### src/rtl/pe_mac_stream.sv
// Systolic-array processing element. It forwards data, tap, valid and last one hop per cycle.
// It multiply-accumulates one dot product per last-delimited burst, with optional saturation.
// Finished sums are queued in a 2-entry result FIFO that is drained by a valid/ready handshake.
module pe_mac_stream #(
    parameter int unsigned DATA_WIDTH = 32,
    parameter int unsigned ACC_WIDTH  = 32,
    parameter bit          SATURATE   = 1'b1
) (
    input  logic                  clk,
    input  logic                  rst,
    input  logic                  i_clr,
    input  logic [DATA_WIDTH-1:0] i_data,
    input  logic [DATA_WIDTH-1:0] i_tap,
    input  logic                  i_valid,
    input  logic                  i_last,
    output logic [DATA_WIDTH-1:0] o_data_t,
    output logic [DATA_WIDTH-1:0] o_tap_t,
    output logic                  o_valid_t,
    output logic                  o_last_t,
    output logic [ACC_WIDTH-1:0]  o_result,
    output logic                  o_result_valid,
    input  logic                  i_result_ready,
    output logic                  o_sat,
    output logic                  o_ovf
);

    localparam int unsigned ProdWidth = 2 * DATA_WIDTH;
    localparam logic [ACC_WIDTH-1:0] AccMax = {1'b0, {(ACC_WIDTH-1){1'b1}}};
    localparam logic [ACC_WIDTH-1:0] AccMin = {1'b1, {(ACC_WIDTH-1){1'b0}}};

    localparam logic [0:0] StIdle  = 1'b0;
    localparam logic [0:0] StAccum = 1'b1;

    logic [DATA_WIDTH-1:0] data_t_q, tap_t_q;
    logic                  valid_t_q, last_t_q;

    logic [0:0]            state_q, state_d;
    logic [ACC_WIDTH-1:0]  acc_q, acc_d, acc_base;

    logic signed [ProdWidth-1:0] prod_full;
    logic [ACC_WIDTH-1:0]        prod_acc;
    logic                        prod_clip;
    logic [ACC_WIDTH:0]          sum_wide;
    logic [ACC_WIDTH-1:0]        sum_acc;
    logic                        sum_clip;
    logic                        push;

    logic [ACC_WIDTH-1:0] mem_q [2];
    logic                 wr_ptr_q, rd_ptr_q;
    logic [1:0]           cnt_q;
    logic                 pop, full, push_ok, drop;
    logic                 sat_q, ovf_q;

    // Forwarding stage: data/tap always advance, tags are dropped on clear.
    always_ff @(posedge clk or posedge rst) begin
        if (rst) begin
            data_t_q  <= '0;
            tap_t_q   <= '0;
            valid_t_q <= 1'b0;
            last_t_q  <= 1'b0;
        end else begin
            data_t_q  <= i_data;
            tap_t_q   <= i_tap;
            valid_t_q <= i_valid & ~i_clr;
            last_t_q  <= i_last & i_valid & ~i_clr;
        end
    end

    assign prod_full = $signed(data_t_q) * $signed(tap_t_q);

    if (ACC_WIDTH >= ProdWidth) begin : g_prod_wide
        // Product always fits; sign-extend.
        assign prod_acc  = ACC_WIDTH'(prod_full);
        assign prod_clip = 1'b0;
    end else begin : g_prod_narrow
        logic prod_fits;
        // Fits when every bit above the accumulator sign bit matches it.
        assign prod_fits = (&prod_full[ProdWidth-1:ACC_WIDTH-1]) |
                           (~|prod_full[ProdWidth-1:ACC_WIDTH-1]);
        assign prod_clip = SATURATE && !prod_fits;
        assign prod_acc  = prod_clip ? (prod_full[ProdWidth-1] ? AccMin : AccMax)
                                     : prod_full[ACC_WIDTH-1:0];
    end

    // Sum with one guard bit; signed overflow when the top two bits disagree.
    always_comb begin
        acc_base = (state_q == StIdle) ? '0 : acc_q;
        sum_wide = {acc_base[ACC_WIDTH-1], acc_base} + {prod_acc[ACC_WIDTH-1], prod_acc};
        sum_clip = SATURATE && (sum_wide[ACC_WIDTH] ^ sum_wide[ACC_WIDTH-1]);
        sum_acc  = sum_clip ? (sum_wide[ACC_WIDTH] ? AccMin : AccMax) : sum_wide[ACC_WIDTH-1:0];
    end

    // Accumulator FSM next state: accumulate on a plain term, push and restart on last.
    always_comb begin
        state_d = state_q;
        acc_d   = acc_q;
        push    = 1'b0;
        if (i_clr) begin
            state_d = StIdle;
            acc_d   = '0;
        end else if (valid_t_q) begin
            if (last_t_q) begin
                push    = 1'b1;
                state_d = StIdle;
                acc_d   = '0;
            end else begin
                state_d = StAccum;
                acc_d   = sum_acc;
            end
        end
    end

    // Accumulator FSM state.
    always_ff @(posedge clk or posedge rst) begin
        if (rst) begin
            state_q <= StIdle;
            acc_q   <= '0;
        end else begin
            state_q <= state_d;
            acc_q   <= acc_d;
        end
    end

    assign pop     = (cnt_q != 2'd0) & i_result_ready;
    assign full    = (cnt_q == 2'd2);
    assign push_ok = push & (~full | pop);
    assign drop    = push & full & ~pop;

    // Result FIFO: a pop frees a slot for a push in the same cycle.
    always_ff @(posedge clk or posedge rst) begin
        if (rst) begin
            mem_q[0] <= '0;
            mem_q[1] <= '0;
            wr_ptr_q <= 1'b0;
            rd_ptr_q <= 1'b0;
            cnt_q    <= 2'd0;
        end else if (i_clr) begin
            wr_ptr_q <= 1'b0;
            rd_ptr_q <= 1'b0;
            cnt_q    <= 2'd0;
        end else begin
            if (push_ok) begin
                mem_q[wr_ptr_q] <= sum_acc;
                wr_ptr_q        <= ~wr_ptr_q;
            end
            if (pop) begin
                rd_ptr_q <= ~rd_ptr_q;
            end
            case ({push_ok, pop})
                2'b10:   cnt_q <= cnt_q + 2'd1;
                2'b01:   cnt_q <= cnt_q - 2'd1;
                default: cnt_q <= cnt_q;
            endcase
        end
    end

    // Sticky saturation and overflow flags.
    always_ff @(posedge clk or posedge rst) begin
        if (rst) begin
            sat_q <= 1'b0;
            ovf_q <= 1'b0;
        end else if (i_clr) begin
            sat_q <= 1'b0;
            ovf_q <= 1'b0;
        end else begin
            if (valid_t_q && (prod_clip || sum_clip)) begin
                sat_q <= 1'b1;
            end
            if (drop) begin
                ovf_q <= 1'b1;
            end
        end
    end

    assign o_data_t       = data_t_q;
    assign o_tap_t        = tap_t_q;
    assign o_valid_t      = valid_t_q;
    assign o_last_t       = last_t_q;
    assign o_result       = mem_q[rd_ptr_q];
    assign o_result_valid = (cnt_q != 2'd0);
    assign o_sat          = sat_q;
    assign o_ovf          = ovf_q;

endmodule
### config.mk
export PLATFORM = sky130hd
export DESIGN_NAME = pe_mac_stream
export DESIGN_NICKNAME = d
export VERILOG_FILES = /design/src/rtl/pe_mac_stream.sv
export SDC_FILE = /design/constraint.sdc
export NUM_CORES = 2
export LEC_CHECK = 0
export BUFFER_PORTS_ARGS = -buffer_cell sky130_fd_sc_hd__buf_4
export CAP_MARGIN = 20
export CORE_MARGIN = 2
export CORE_UTILIZATION = 44
export DETAILED_ROUTE_END_ITERATION = 16
export PLACE_DENSITY = 0.64
export REMOVE_ABC_BUFFERS = 1
export SYNTH_ARGS = -nofsm -noshare
export SYNTH_HDL_FRONTEND = slang
export SYNTH_SLANG_ARGS = --single-unit
export TNS_END_PERCENT = 30
### constraint.sdc
create_clock -name clk -period 34.2 [get_ports clk]
set_input_delay 5.13 -clock clk [delete_from_list [all_inputs] [get_ports clk]]
set_output_delay 5.13 -clock clk [all_outputs]
set_load 0.005 [all_outputs]
==> metrics <==
Post-Route WL 121,000 um; Startpoint Class flop; Max-slew headroom 31.2%; drt first pass iters 6; post-cts sizing count 0; Crit. End Element flop; sequential-to-total area share from yosys stat 9.31%; CP dominant cell by count fa_1; placed cell count 6,160; CTS tree done; routability cong. 0.943; initial antenna violation count 6; Critical Path AT 14,340 ps; Clk Latency, worst-skew pair 450 ps; Final setup viols 0; vias 32.7k; synth top area cells fa_1 48%, dfrtp_1 9.3%, inv_1 7.9%; Final Cell Area 0.0486 sq mm; Cell variety after synth 95; Slew Viols, Final 0; cts hold-fix bufs 0; Area growth syn-to-layout 6.94%; final std cells w/o fill 6,194; gr ovfl total 0; Die Y 325 um; DIE WIDTH 325 um; post-route ant nets 0; share of cells above drive strength 1 8.10%; met3 Track Usage GR 3.54%; Final nets 6,181; RSZ-0062 raised after global routing no; Max Root-Sink Buffers 2; Main synth FF type dfrtp_1; reg-to-reg endpoint mem_q[24]; asr flop ratio synth 100%; initial drt markers 1,984; placed inst area 0.0479 sq mm; DP HPWL 96,100 um; fill cell total of the finished layout 9,738; H-Tree Depth 4; setup bufs post-CTS 0; synthesized area 0.0454 sq mm; Syn Inst Count 4,807; Synth Area in Simple Gates 16.3%; Vias/cell 5.27; CP Class flop to flop; DIE AREA 0.106 sq mm; Synth Area in Compound Gates 7.39%; Clock Skews 15.8 ps; largest family of logic cells by synthesized area adder cells; Clock Tree Root clkbuf_16; first-pass GRT wire length 200,000 um; Slew @ Worst Pin 1030 ps; HP Class flop to flop; Commonest cells post-synth 1,083 x fa_1, 954 x inv_1, 656 x nand2_1; fmax 0.0715 GHz; adder-cell share of the synthesized area 53.7%; Yosys top cell area share 47.7%; CTS Buf Count 17; total negative slack 0 ps; FF-to-FF setup slack 20,220 ps; most common cell in the synthesized netlist fa_1; Clock Sinks 169; drt drc 0; Fin. Hold Viols 0; status complete, no violations; initial core utilization 44.5%; Seq cells post-synth 169; Row Count 117; Total GRT Usage 23.9%; synth warn 0; reg2reg start o_tap_t[0]; XOR/XNOR share of the synthesized area 1.68%; met2 Resource Use GR 40.3%; Port Buffers 170; worst hold path startpoint mem_q[13]; busiest layer in global routing met2; Hold Path Depth 2; CP max-delay cell dfrtp_1; largest net degree at the start of global routing 110; delay of the slowest critical-path stage 890 ps; CP required 34,550 ps; minimum clock period 13,980 ps; Mean Syn Cell Area 9.45 sq um; Post-synth EDFFs 0; grt met1 use 32.2%; crit share post-route 40.9%; post-DR wirelength/cell 19.5 um; vias in the first global route 36.1k; Hold EP mem_q[13]; clock-pin slew on the worst setup and hold paths 70 ps; CP max FO 33; area leader, netlist fa_1; core area 0.102 sq mm; mux contribution to synthesized area 1.34%; R2R cell count 38; # IOs 171; total of max-cap violations 0
-- cell usage in the layout, fill, tap and decap left out, types with 47 or more instances in the layout --
cell type and instances:
a21oi_1 123, and2_1 548, nor2_1 114, inv_1 953
ha_1 216, nand2_1 656, o21ai_0 115, buf_4 241
dfrtp_1 164, xnor2_1 58, mux2_2 47, fa_1 1083
-- per-stage QoR --
stage	setup slack (ps)	hold WS (ps)	utilization, %
floorplan	21500	442	-
global placement	20720	458	47.0
detailed placement	20340	461	47.0
CTS	20270	475	47.6
global route	19170	494	47.6
finish	20220	470	47.6
-- cell families (layout without fill, tap and decap cells) --
kind of cell / after synthesis / in the layout
AND/OR/NAND/NOR: 1483 / 1483
XOR/XNOR: 87 / 87
multiplexers: 55 / 55
flip-flops: 169 / 169
other: 0 / 1
AO/OA/AOI/OAI: 501 / 501
buffers and inverters: 1210 / 1228
adder cells (fa/ha/maj): 1302 / 1302
-- state kept, by name (all words and copies together), names as in the netlist --
signal / count
mem_q: 64
acc_q: 32
o_data_t: 32
o_tap_t: 32
cnt_q: 2
o_last_t: 1
o_ovf: 1
o_sat: 1
o_valid_t: 1
rd_ptr_q: 1
state_q: 1
wr_ptr_q: 1
-- per-layer routing --
metal / vias to the layer above / part of all wire, % / routed length [um]
met5: - / 0 / 0
met4: 0 / 2.7 / 3290
met3: 154 / 5.8 / 7010
met2: 914 / 49 / 58800
met1: 17200 / 43 / 51700
li1: 14400 / - / -
-- how the worst max path moves through the flow --
stage | start | endpoint | slack [ps] | depth (start not counted)
floorplan | o_tap_t[2] | acc_q[11] | 21500 | 37
global placement | o_tap_t[0] | mem_q[3] | 20720 | 41
detailed placement | o_tap_t[0] | mem_q[24] | 20340 | 40
CTS | o_tap_t[0] | mem_q[24] | 20270 | 40
global route | o_tap_t[0] | mem_q[19] | 19170 | 40
finish | o_tap_t[0] | mem_q[24] | 20220 | 38
-- cell type report --
class	count	area, sq um	area share, %
antenna	1	2.50	0.00515
clock inverter	12	163	0.335
sequential	169	4240	8.72
clock buffer	20	467	0.961
timing repair buffer	242	1840	3.78
inverter	954	3590	7.38
multi-input combinational	3428	36600	75.3
tap	1368	1710	3.52
-- critical path, delay by kind of cell (launching register included) --
kind,cells,cell delay [ps]
buf+inv,5,1280
fa+ha+maj,11,5680
simple gates,7,1670
flops,1,890
compound gates,15,4300
Power is left out: the tool's default activity adds up to more than one toggle a clock period on the data nets, which glitch-free logic cannot reach.
